==> config.mk <==
export PLATFORM = sky130hd
export DESIGN_NAME = control_sequencer_flat
export DESIGN_NICKNAME = d
export VERILOG_FILES = /design/src/rtl/cpu_pkg.sv /design/src/rtl/control_sequencer_if.sv /design/src/rtl/control_decode.sv /design/src/rtl/control_sequencer.sv /design/src/flat_wrapper.sv
export SDC_FILE = /design/constraint.sdc
export NUM_CORES = 1
export LEC_CHECK = 0
export ABC_CLOCK_PERIOD_IN_PS = 2700
export CELL_PAD_IN_SITES_DETAIL_PLACEMENT = 2
export CELL_PAD_IN_SITES_GLOBAL_PLACEMENT = 2
export CORE_ASPECT_RATIO = 1.5
export CORE_UTILIZATION = 19
export CTS_BUF_LIST = sky130_fd_sc_hd__clkbuf_4
export DETAILED_ROUTE_END_ITERATION = 16
export PLACE_DENSITY_LB_ADDON = 0.1
export SYNTH_ARGS = -nofsm -noshare
export SYNTH_HDL_FRONTEND = slang
export SYNTH_HIERARCHICAL = 1
export SYNTH_SLANG_ARGS = --single-unit
==> constraint.sdc <==
create_clock -name clock -period 2.7 [get_ports clock]
set_clock_uncertainty 0.1 [all_clocks]
set_input_delay 0.405 -clock clock [delete_from_list [all_inputs] [get_ports clock]]
set_output_delay 0.405 -clock clock [all_outputs]
set_load 0.02 [all_outputs]
==> src/rtl/cpu_pkg.sv <==
// Shared types for the hardwired control unit: opcodes, step encodings and
// the strobe vector handed from the decoder to the sequencer outputs.
package cpu_pkg;

    localparam int unsigned IR_W   = 32;
    localparam int unsigned OPC_W  = 5;
    localparam int unsigned ALU_W  = 5;
    localparam int unsigned STEP_W = 4;

    typedef logic [OPC_W-1:0] opcode_t;

    localparam opcode_t OP_LD   = 5'd0;
    localparam opcode_t OP_LDI  = 5'd1;
    localparam opcode_t OP_ST   = 5'd2;
    localparam opcode_t OP_ADD  = 5'd3;
    localparam opcode_t OP_SUB  = 5'd4;
    localparam opcode_t OP_AND  = 5'd5;
    localparam opcode_t OP_OR   = 5'd6;
    localparam opcode_t OP_ADDI = 5'd12;
    localparam opcode_t OP_ANDI = 5'd13;
    localparam opcode_t OP_ORI  = 5'd14;
    localparam opcode_t OP_MUL  = 5'd15;
    localparam opcode_t OP_DIV  = 5'd16;
    localparam opcode_t OP_JR   = 5'd20;
    localparam opcode_t OP_IN   = 5'd22;
    localparam opcode_t OP_OUT  = 5'd23;
    localparam opcode_t OP_MFHI = 5'd24;
    localparam opcode_t OP_MFLO = 5'd25;
    localparam opcode_t OP_NOP  = 5'd26;
    localparam opcode_t OP_HALT = 5'd27;

    localparam logic [ALU_W-1:0] ALU_ADD = 5'd3;

    typedef enum logic [STEP_W-1:0] {
        S_T0    = 4'd0,
        S_T1    = 4'd1,
        S_T2    = 4'd2,
        S_T3    = 4'd3,
        S_T4    = 4'd4,
        S_T5    = 4'd5,
        S_T6    = 4'd6,
        S_T7    = 4'd7,
        S_RESET = 4'd8,
        S_HALT  = 4'd9
    } state_t;

    typedef struct packed {
        logic             pco;
        logic             pci;
        logic             incpc;
        logic             iri;
        logic             mari;
        logic             mdri;
        logic             mdro;
        logic             mem_read;
        logic             mem_write;
        logic             hii;
        logic             hio;
        logic             loi;
        logic             loo;
        logic             ryi;
        logic             rzhi;
        logic             rzli;
        logic             rzho;
        logic             rzlo;
        logic             csigno;
        logic             gra;
        logic             grb;
        logic             grc;
        logic             rin;
        logic             rout;
        logic             baout;
        logic             ipo;
        logic             opi;
        logic [ALU_W-1:0] alu_op;
    } strobes_t;

    // Steps that hold for the memory wait: fetch read, ld read, st write.
    function automatic logic is_mem_step(state_t st, opcode_t op);
        return (st == S_T1) || ((st == S_T6) && (op == OP_LD)) ||
               ((st == S_T7) && (op == OP_ST));
    endfunction

    // Final execute step of each opcode; the step after it is T0.
    function automatic state_t last_step(opcode_t op);
        state_t st;
        case (op)
            OP_ADD, OP_SUB, OP_AND, OP_OR,
            OP_ADDI, OP_ANDI, OP_ORI, OP_LDI: st = S_T5;
            OP_LD, OP_ST:                     st = S_T7;
            OP_MUL, OP_DIV:                   st = S_T6;
            default:                          st = S_T3;
        endcase
        return st;
    endfunction

endpackage

==> src/rtl/control_sequencer_if.sv <==
// Control bus between sequencer (master) and datapath (slave): IR feedback
// plus every datapath strobe, ALU op, run flag and debug step.
interface control_sequencer_if;
    import cpu_pkg::*;

    logic [IR_W-1:0]   ir;
    logic              pco, pci, incpc;
    logic              iri, mari, mdri, mdro;
    logic              mem_read, mem_write;
    logic              hii, hio, loi, loo;
    logic              ryi, rzhi, rzli, rzho, rzlo;
    logic              csigno;
    logic              gra, grb, grc, rin, rout, baout;
    logic              ipo, opi;
    logic [ALU_W-1:0]  alu_op;
    logic              run;
    logic [STEP_W-1:0] step;

    modport master (
        input  ir,
        output pco, pci, incpc, iri, mari, mdri, mdro, mem_read, mem_write,
               hii, hio, loi, loo, ryi, rzhi, rzli, rzho, rzlo, csigno,
               gra, grb, grc, rin, rout, baout, ipo, opi, alu_op, run, step
    );

    modport slave (
        output ir,
        input  pco, pci, incpc, iri, mari, mdri, mdro, mem_read, mem_write,
               hii, hio, loi, loo, ryi, rzhi, rzli, rzho, rzlo, csigno,
               gra, grb, grc, rin, rout, baout, ipo, opi, alu_op, run, step
    );

endinterface

==> src/rtl/control_decode.sv <==
// Combinational strobe decoder.
//   state     : current sequencer step
//   opcode    : IR[31:27], meaningful from T3 onward
//   last_wait : final cycle of a memory hold (gates pci/mdri)
//   strobes_c : full strobe vector including alu_op
module control_decode
    import cpu_pkg::*;
(
    input  state_t   state,
    input  opcode_t  opcode,
    input  logic     last_wait,
    output strobes_t strobes_c
);

    always_comb begin
        strobes_c = '0;
        case (state)
            S_T0: begin
                strobes_c.pco   = 1'b1;
                strobes_c.mari  = 1'b1;
                strobes_c.incpc = 1'b1;
                strobes_c.rzli  = 1'b1;
            end
            S_T1: begin
                strobes_c.rzlo     = 1'b1;
                strobes_c.mem_read = 1'b1;
                strobes_c.pci      = last_wait;
                strobes_c.mdri     = last_wait;
            end
            S_T2: begin
                strobes_c.mdro = 1'b1;
                strobes_c.iri  = 1'b1;
            end
            S_T3: begin
                case (opcode)
                    OP_ADD, OP_SUB, OP_AND, OP_OR, OP_ADDI, OP_ANDI, OP_ORI: begin
                        strobes_c.grb  = 1'b1;
                        strobes_c.rout = 1'b1;
                        strobes_c.ryi  = 1'b1;
                    end
                    OP_LD, OP_LDI, OP_ST: begin
                        strobes_c.grb   = 1'b1;
                        strobes_c.baout = 1'b1;
                        strobes_c.ryi   = 1'b1;
                    end
                    OP_MUL, OP_DIV: begin
                        strobes_c.gra  = 1'b1;
                        strobes_c.rout = 1'b1;
                        strobes_c.ryi  = 1'b1;
                    end
                    OP_MFHI: begin
                        strobes_c.hio = 1'b1;
                        strobes_c.gra = 1'b1;
                        strobes_c.rin = 1'b1;
                    end
                    OP_MFLO: begin
                        strobes_c.loo = 1'b1;
                        strobes_c.gra = 1'b1;
                        strobes_c.rin = 1'b1;
                    end
                    OP_IN: begin
                        strobes_c.ipo = 1'b1;
                        strobes_c.gra = 1'b1;
                        strobes_c.rin = 1'b1;
                    end
                    OP_OUT: begin
                        strobes_c.gra  = 1'b1;
                        strobes_c.rout = 1'b1;
                        strobes_c.opi  = 1'b1;
                    end
                    OP_JR: begin
                        strobes_c.gra  = 1'b1;
                        strobes_c.rout = 1'b1;
                        strobes_c.pci  = 1'b1;
                    end
                    default: ;
                endcase
            end
            S_T4: begin
                case (opcode)
                    OP_ADD, OP_SUB, OP_AND, OP_OR: begin
                        strobes_c.grc    = 1'b1;
                        strobes_c.rout   = 1'b1;
                        strobes_c.rzli   = 1'b1;
                        strobes_c.alu_op = opcode;
                    end
                    OP_ADDI, OP_ANDI, OP_ORI: begin
                        strobes_c.csigno = 1'b1;
                        strobes_c.rzli   = 1'b1;
                        strobes_c.alu_op = opcode;
                    end
                    OP_LD, OP_LDI, OP_ST: begin
                        strobes_c.csigno = 1'b1;
                        strobes_c.rzli   = 1'b1;
                        strobes_c.alu_op = ALU_ADD;
                    end
                    OP_MUL, OP_DIV: begin
                        strobes_c.grb    = 1'b1;
                        strobes_c.rout   = 1'b1;
                        strobes_c.rzhi   = 1'b1;
                        strobes_c.rzli   = 1'b1;
                        strobes_c.alu_op = opcode;
                    end
                    default: ;
                endcase
            end
            S_T5: begin
                case (opcode)
                    OP_ADD, OP_SUB, OP_AND, OP_OR,
                    OP_ADDI, OP_ANDI, OP_ORI, OP_LDI: begin
                        strobes_c.rzlo = 1'b1;
                        strobes_c.gra  = 1'b1;
                        strobes_c.rin  = 1'b1;
                    end
                    OP_LD, OP_ST: begin
                        strobes_c.rzlo = 1'b1;
                        strobes_c.mari = 1'b1;
                    end
                    OP_MUL, OP_DIV: begin
                        strobes_c.rzlo = 1'b1;
                        strobes_c.loi  = 1'b1;
                    end
                    default: ;
                endcase
            end
            S_T6: begin
                case (opcode)
                    OP_LD: begin
                        strobes_c.mem_read = 1'b1;
                        strobes_c.mdri     = last_wait;
                    end
                    OP_ST: begin
                        strobes_c.gra  = 1'b1;
                        strobes_c.rout = 1'b1;
                        strobes_c.mdri = 1'b1;
                    end
                    OP_MUL, OP_DIV: begin
                        strobes_c.rzho = 1'b1;
                        strobes_c.hii  = 1'b1;
                    end
                    default: ;
                endcase
            end
            S_T7: begin
                case (opcode)
                    OP_LD: begin
                        strobes_c.mdro = 1'b1;
                        strobes_c.gra  = 1'b1;
                        strobes_c.rin  = 1'b1;
                    end
                    OP_ST:   strobes_c.mem_write = 1'b1;
                    default: ;
                endcase
            end
            default: ;
        endcase
    end

endmodule

==> src/rtl/control_sequencer.sv <==
// Hardwired control unit: fetch T0-T2, opcode-driven execute T3-T7, HALT.
//   clock : rising-edge clock
//   clear : asynchronous active-low reset (forces RESET, all strobes 0)
//   bus   : control_sequencer_if master (ir in; strobes, alu_op, run, step out)
// Outputs are decoded combinationally from (state, opcode, wait counter).
module control_sequencer
    import cpu_pkg::*;
#(
    parameter int unsigned MEM_WAIT = 1
) (
    input  logic                 clock,
    input  logic                 clear,
    control_sequencer_if.master  bus
);

    localparam int unsigned WAIT_W = (MEM_WAIT > 1) ? $clog2(MEM_WAIT) : 1;

    state_t              state, state_nxt;
    logic [WAIT_W-1:0]   wait_cnt, wait_nxt;
    opcode_t             opcode;
    logic                last_wait;
    strobes_t            strobes_c;
    logic                unused_ir;

    assign opcode    = bus.ir[IR_W-1 -: OPC_W];
    assign unused_ir = ^bus.ir[IR_W-OPC_W-1:0];
    assign last_wait = (wait_cnt == WAIT_W'(MEM_WAIT - 1));

    // State and memory-hold counter.
    always_ff @(posedge clock or negedge clear) begin
        if (!clear) begin
            state    <= S_RESET;
            wait_cnt <= '0;
        end else begin
            state    <= state_nxt;
            wait_cnt <= wait_nxt;
        end
    end

    // Next step: memory steps hold until the counter reaches its last cycle.
    always_comb begin
        state_nxt = state;
        wait_nxt  = '0;
        if (is_mem_step(state, opcode) && !last_wait) begin
            wait_nxt = wait_cnt + WAIT_W'(1);
        end else begin
            case (state)
                S_RESET:          state_nxt = S_T0;
                S_T0, S_T1, S_T2: state_nxt = state_t'(state + STEP_W'(1));
                S_HALT:           state_nxt = S_HALT;
                default: begin
                    if ((state == S_T3) && (opcode == OP_HALT))
                        state_nxt = S_HALT;
                    else if (state == last_step(opcode))
                        state_nxt = S_T0;
                    else
                        state_nxt = state_t'(state + STEP_W'(1));
                end
            endcase
        end
    end

    control_decode u_decode (
        .state     (state),
        .opcode    (opcode),
        .last_wait (last_wait),
        .strobes_c (strobes_c)
    );

    assign bus.pco       = strobes_c.pco;
    assign bus.pci       = strobes_c.pci;
    assign bus.incpc     = strobes_c.incpc;
    assign bus.iri       = strobes_c.iri;
    assign bus.mari      = strobes_c.mari;
    assign bus.mdri      = strobes_c.mdri;
    assign bus.mdro      = strobes_c.mdro;
    assign bus.mem_read  = strobes_c.mem_read;
    assign bus.mem_write = strobes_c.mem_write;
    assign bus.hii       = strobes_c.hii;
    assign bus.hio       = strobes_c.hio;
    assign bus.loi       = strobes_c.loi;
    assign bus.loo       = strobes_c.loo;
    assign bus.ryi       = strobes_c.ryi;
    assign bus.rzhi      = strobes_c.rzhi;
    assign bus.rzli      = strobes_c.rzli;
    assign bus.rzho      = strobes_c.rzho;
    assign bus.rzlo      = strobes_c.rzlo;
    assign bus.csigno    = strobes_c.csigno;
    assign bus.gra       = strobes_c.gra;
    assign bus.grb       = strobes_c.grb;
    assign bus.grc       = strobes_c.grc;
    assign bus.rin       = strobes_c.rin;
    assign bus.rout      = strobes_c.rout;
    assign bus.baout     = strobes_c.baout;
    assign bus.ipo       = strobes_c.ipo;
    assign bus.opi       = strobes_c.opi;
    assign bus.alu_op    = strobes_c.alu_op;
    assign bus.run       = (state != S_RESET) && (state != S_HALT);
    assign bus.step      = STEP_W'(state);

endmodule

==> src/flat_wrapper.sv <==
// flat-port wrapper written by rule: the top's interface ports become plain ports
module control_sequencer_flat import cpu_pkg::*;
#(
    parameter int unsigned MEM_WAIT = 1
)
  (clock, clear, bus_ir, bus_pco, bus_pci, bus_incpc, bus_iri, bus_mari, bus_mdri, bus_mdro, bus_mem_read, bus_mem_write, bus_hii, bus_hio, bus_loi, bus_loo, bus_ryi, bus_rzhi, bus_rzli, bus_rzho, bus_rzlo, bus_csigno, bus_gra, bus_grb, bus_grc, bus_rin, bus_rout, bus_baout, bus_ipo, bus_opi, bus_alu_op, bus_run, bus_step);
  control_sequencer_if bus_i ();
  input  logic clock;
  input  logic clear;
  input wire logic [$bits(bus_i.ir)-1:0] bus_ir;
  output wire logic [$bits(bus_i.pco)-1:0] bus_pco;
  output wire logic [$bits(bus_i.pci)-1:0] bus_pci;
  output wire logic [$bits(bus_i.incpc)-1:0] bus_incpc;
  output wire logic [$bits(bus_i.iri)-1:0] bus_iri;
  output wire logic [$bits(bus_i.mari)-1:0] bus_mari;
  output wire logic [$bits(bus_i.mdri)-1:0] bus_mdri;
  output wire logic [$bits(bus_i.mdro)-1:0] bus_mdro;
  output wire logic [$bits(bus_i.mem_read)-1:0] bus_mem_read;
  output wire logic [$bits(bus_i.mem_write)-1:0] bus_mem_write;
  output wire logic [$bits(bus_i.hii)-1:0] bus_hii;
  output wire logic [$bits(bus_i.hio)-1:0] bus_hio;
  output wire logic [$bits(bus_i.loi)-1:0] bus_loi;
  output wire logic [$bits(bus_i.loo)-1:0] bus_loo;
  output wire logic [$bits(bus_i.ryi)-1:0] bus_ryi;
  output wire logic [$bits(bus_i.rzhi)-1:0] bus_rzhi;
  output wire logic [$bits(bus_i.rzli)-1:0] bus_rzli;
  output wire logic [$bits(bus_i.rzho)-1:0] bus_rzho;
  output wire logic [$bits(bus_i.rzlo)-1:0] bus_rzlo;
  output wire logic [$bits(bus_i.csigno)-1:0] bus_csigno;
  output wire logic [$bits(bus_i.gra)-1:0] bus_gra;
  output wire logic [$bits(bus_i.grb)-1:0] bus_grb;
  output wire logic [$bits(bus_i.grc)-1:0] bus_grc;
  output wire logic [$bits(bus_i.rin)-1:0] bus_rin;
  output wire logic [$bits(bus_i.rout)-1:0] bus_rout;
  output wire logic [$bits(bus_i.baout)-1:0] bus_baout;
  output wire logic [$bits(bus_i.ipo)-1:0] bus_ipo;
  output wire logic [$bits(bus_i.opi)-1:0] bus_opi;
  output wire logic [$bits(bus_i.alu_op)-1:0] bus_alu_op;
  output wire logic [$bits(bus_i.run)-1:0] bus_run;
  output wire logic [$bits(bus_i.step)-1:0] bus_step;
  assign bus_i.ir = bus_ir;
  assign bus_pco = bus_i.pco;
  assign bus_pci = bus_i.pci;
  assign bus_incpc = bus_i.incpc;
  assign bus_iri = bus_i.iri;
  assign bus_mari = bus_i.mari;
  assign bus_mdri = bus_i.mdri;
  assign bus_mdro = bus_i.mdro;
  assign bus_mem_read = bus_i.mem_read;
  assign bus_mem_write = bus_i.mem_write;
  assign bus_hii = bus_i.hii;
  assign bus_hio = bus_i.hio;
  assign bus_loi = bus_i.loi;
  assign bus_loo = bus_i.loo;
  assign bus_ryi = bus_i.ryi;
  assign bus_rzhi = bus_i.rzhi;
  assign bus_rzli = bus_i.rzli;
  assign bus_rzho = bus_i.rzho;
  assign bus_rzlo = bus_i.rzlo;
  assign bus_csigno = bus_i.csigno;
  assign bus_gra = bus_i.gra;
  assign bus_grb = bus_i.grb;
  assign bus_grc = bus_i.grc;
  assign bus_rin = bus_i.rin;
  assign bus_rout = bus_i.rout;
  assign bus_baout = bus_i.baout;
  assign bus_ipo = bus_i.ipo;
  assign bus_opi = bus_i.opi;
  assign bus_alu_op = bus_i.alu_op;
  assign bus_run = bus_i.run;
  assign bus_step = bus_i.step;
  control_sequencer #(.MEM_WAIT(MEM_WAIT)) u_core (.clock(clock), .clear(clear), .bus(bus_i));
endmodule
Yosys cells after proc, flatten, opt, wreduce, memory -nomap -nowiden
Memory sizes are Yosys's and may differ from the RTL's.
Cells that the tools add are included.
Storage, ports and cells
  flip-flop bits (word level): 5
  RAM bits: 0
  latch bits: 0
  output and inout port bits: 37
  memories: 1
  memory bits (read-only): 96
Operators by class
  magnitude comparators: 0
  mux-type cells: 51
  $add $sub $neg: 2
  equality and inequality tests: 29
  reduce and logical (&&, ||, !) cells: 24
  divide/modulo/power cells: 0
  bitwise gates (word level): 1
  multiply operators: 0
  shift-type cells: 0
Memories
  (no name shown): depth 32, width 3, rd ports 1, clocked after memory_dff 0, wr ports 0, line cpu_pkg.sv:87  | case (op)
Operators with widths (count)
  == test 5 bit, second input constant: 7
  two-way mux 1 bit: 29
  == test 5 x 4 -> 1 bit, second input constant: 4
  two-way mux 4 bit: 5
  case mux 1 bit (2 select lines): 9
  == test 4 x 3 -> 1 bit, second input constant: 4
  == test 5 x 3 -> 1 bit, second input constant: 3
  case mux 4 bit (3 select lines): 1
  OR reduction 12 bit: 1
  OR reduction 6 bit: 2
  OR reduction 11 bit: 1
  == test 5 x 2 -> 1 bit, second input constant: 2
  case mux 5 bit (2 select lines): 1
  OR reduction 10 bit: 1
  OR reduction 3 bit: 3
  OR reduction 9 bit: 1
  == test 4 x 2 -> 1 bit, second input constant: 2
  == test 4 bit, second input constant: 2
  inequality test 4 bit, second input constant: 2
  OR reduction 8 bit: 1
  OR reduction 7 bit: 1
  case mux 1 bit (3 select lines): 2
  == test 5 x 1 -> 1 bit, second input constant: 1
  logical AND 1 bit: 5
  15 further kinds: 17

Depth between registers and ports, before layout
  word-level depth: 10
  gate-level depth with buffers: 7
  depth with buffers taken out: 7

Cells and area by module
The synthesis kept the hierarchy.
Modules (own cells, without submodules)
  control_decode: cells each 113, instances 1, sequential area each 0.0 µm², area an instance 669.4 µm²
  control_sequencer: cells each 77, instances 1, sequential area each 126.4 µm², area an instance 599.3 µm²

Least setup slack after synthesis
Ideal clock, no wire load.
  kind: flip-flop to output port
  from: register u_core.state[2], in the netlist u_core/bus.step[2]
  to: output port bus_rzli
  cell stages (with the launch flop): 7
  data arrival time: 2.247 ns
  required time: 2.195 ns
  path slack: -0.052 ns
  path through: dfrtp_1 buf_4 or4b_1 buf_2 or2_4 nor4_4 or3_1
Between the ends
  word-level cells in the longest chain between the ends: 2
  elaborated cells on any way between the ends: 3
Ends and longest elaborated chain
  from (decl): line control_sequencer.sv:18  | state_t state, state_nxt;
  from (signal assigned): line control_sequencer.sv:35  | state <= state_nxt;
  == test 4 x 3 -> 1 bit or logical NOT 4 bit (tied branches): line control_decode.sv:17  | case (state)
  case mux 1 bit (2 select lines) *: line control_decode.sv:17
  to (decl): line flat_wrapper.sv:26  | output wire logic [$bits(bus_i.rzli)-1:0] bus_rzli;
Mark *: on every way between the ends. The rest lies on a longest branch, timed or not.

Final worst setup path
  from: input port bus_ir[30]
  to: output port bus_rzli
Between the ends
  word-level cells in the longest chain between the ends: 4
  elaborated cells on any way between the ends: 15
Ends and longest elaborated chain
  from (decl): line flat_wrapper.sv:10  | input wire logic [$bits(bus_i.ir)-1:0] bus_ir;
  == test 5 x 4 -> 1 bit (tied with other cells): line control_decode.sv:80  | case (opcode)
  OR reduction 12 bit (no line) *
  two-way mux 1 bit *: line control_decode.sv:80
  case mux 1 bit (2 select lines) *: line control_decode.sv:17
Marked as above.

==> results.md <==
* Most frequent cells after synthesis: nor2_1 (20), nand2_1 (18), o21ai_0 (11)
* IO buf count at 43
* Clock transition at path regs at 0.04 ns
* Clock Tree Buf Depth at 2
* Maximum number of pins on one net before global-route repair at 20
* Remaining Overflow, GRT at 0
* Root Driver: clkbuf_4
* Syn nets at 228
* Post-Syn Instances at 190
* FF+latch count, synth at 5
* Most common cell in the netlist: nor2_1
* # IOs at 71
* 1st-iter DRT viols at 39
* Yosys warns at 6
* Peak supply drop at 346 uV
* Clock Sinks at 5
* Hold WC Path Type: primary input to asynchronous set/reset pin
* Via/cell ratio at 5.16
* Routed WL per cell at 17.4 um
* Hold Fails Final Rpt at 0
* Total GRT Usage at 0.186
* Die H at 102 um
* Area delta synth->final at 67.6%
* EDFF count, synth at 0
* Post-synth top area cell: dfrtp_1
* Post-DP HPWL at 5060 um
* Slowest stage delay, CP at 0.45 ns
* DRC violations left at 0
* Mapped Area at 0.00127 sq mm
* CTS tree: built
* Req. time, crit path at 2.19 ns
* Outcome: finished clean
* Hold WS at 0.282 ns
* RD Place Congestion at 0.850
* Max Freq at 376 MHz
* Crit path capture type: output pin
* Core ar. at 0.00649 sq mm
* Vias in the first global route at 1,996
* Share of cells above drive strength 1 at 0.332
* Worst path slowest cell: clkdlybuf4s50_1
* Remaining antenna violation count at 0
* Final TNS setup at 0 ns
* Crit Path Max Fanout at 14
* Period utilization at 0.984
* Initial antenna violation count at 0
* Static leakage at 0.959 nW
* DR pass1 iterations at 4
* Worst-Skew Late Latency at 0.24 ns
* R2R depth at 9
* Max Slew Vio Count at 0
* Worst Setup Path Type: primary input to output pin
* Seq/Total Area, Yosys at 0.0996
* Nets@finish at 313
* Row cnt at 36
* Total wire length at 6100 um
* Yosys cell types at 56
* Minimum clock period at 2.66 ns
* Hold Buf Count CTS at 0
* Die Wd at 68.7 um
* Synth top area cells: dfrtp_1 (7.9%), nor2_1 (5.9%), nand2_1 (5.3%)
* Die footprint at 0.00701 sq mm
* N_diodes at 0
* Power density cells at 762 mW/mm^2
* Reg-to-Reg Start: u_core/bus.step[0]$_DFFE_PN0N_
* First-pass GRT wire length at 9800 um
* Arrival time at the worst endpoint at 2.15 ns
* CP startpoint kind: primary input
* Vias post-DR at 1,807
* Async S/R FF share, synth at 1.00
* Final setup vio count at 0
* Starting Density at 0.196
* Mapped Avg Cell Area at 6.68 sq um
* Filler cells at 782
* Yosys top cell area share at 0.0789
* Total CTS buffers at 3
* Crit path cell chain: clkdlybuf4s50_1, buf_6, and4_1, mux2i_2, buf_4, a21oi_2, or3_1, buf_2
* Top_reg_cell synth: dfrtp_1
* Max-cap violations at 0
* Htree depth at 1
* Reg2reg setup slack at 0.22 ns
* Reg2reg end: u_core/bus.step[3]$_DFFE_PN1N_
==> kinds of logic after synthesis <==
logic type	after synthesis	share of synthesized area
xor+xnor	4	0.0276
fa+ha+maj	4	0.0394
flops	5	0.0996
compound gates	52	0.273
mux	4	0.0335
simple gates	96	0.429
other cells	1	0.00296
buf+inv	24	0.0947
==> stage by stage <==
stage | std cells | cell area (sq um) | utilization | total power [mW] | worst slack (ns)
after floorplan | 190 | 1270 | - | 0.962 | 0.0544
after global placement | 343 | 2090 | 0.323 | 1.54 | -0.439
after detailed placement | 343 | 2090 | 0.323 | 1.57 | -0.496
after CTS | 349 | 2160 | 0.332 | 1.65 | 0.00400
after global routing | 350 | 2130 | 0.328 | 1.78 | -0.0138
final | 350 | 2130 | 0.328 | 1.62 | 0.0433
==> worst max-delay path, delay by kind of cell <==
kind | cells | cell delay (ns)
buffers and inverters | 4 | 0.94
and+or+nand+nor | 2 | 0.53
muxes | 1 | 0.21
AOI/OAI and AO/OA | 1 | 0.05
==> area by class of cell <==
class | instances | area [sq um] | area share
multi-input cells | 161 | 1060 | 0.500
repair buffers | 96 | 781 | 0.367
flip-flops and latches | 5 | 128 | 0.0600
well taps | 76 | 95.1 | 0.0447
clock buffers | 4 | 30.0 | 0.0141
inverters | 8 | 30.0 | 0.0141
==> report_power, final <==
group | internal [mW] | switching [mW] | total, mW
Clock | 0.0658 | 0.0291 | 0.0949
Sequential | 0.115 | 0.0252 | 0.140
Combinational | 0.605 | 0.779 | 1.38
==> cell usage in the layout (no fill, tap or decap), types with 3 or more instances in the layout <==
master,count
nand2_1,18
a31oi_1,4
or3_1,5
xnor2_1,4
o22ai_1,3
nor2b_1,5
a21oi_1,7
dfrtp_1,3
nand2b_1,5
clkbuf_4,4
ha_1,4
buf_2,5
nand3_1,7
inv_1,8
nor3_1,10
dlygate4sd2_1,19
o21ai_0,8
clkbuf_2,7
o21ai_1,4
clkdlybuf4s50_1,9
a211oi_1,4
buf_4,46
buf_6,5
nor2_1,19
a211o_1,3
==> what timing repair did <==
item,CTS,global route
resized for setup,70,21
pin swaps,0,1
buffers inserted,1,1
cloned,1,0
endpoints found under the setup margin,30,14
==> registers in the layout (all words and copies together) (netlist names) <==
| name | count |
|---|---|
| u_core/bus.step | 4 |
| u_core/wait_cnt | 1 |
==> how the worst max path moves through the flow <==
stage | depth (start not counted) | end | from
after detailed placement | 7 | bus_rzho | bus_ir[30]
after floorplan | 6 | bus_rzli | u_core/bus.step[2]$_DFFE_PN0N_
final | 8 | bus_rzli | bus_ir[30]
after global placement | 7 | bus_rzho | bus_ir[30]
after CTS | 6 | bus_rout | bus_ir[30]
after global routing | 8 | bus_rzli | bus_ir[30]
==> metal layers <==
metal	vias up	GRT usage	wire, um	share of wire
met3	9	0.0123	135	0.022
met2	35	0.387	3670	0.60
met4	0	0.0487	129	0.021
met1	896	0.186	2170	0.35
li1	867	-	-	-
met5	-	0	0	0
Power figures use the tool's default switching activity.
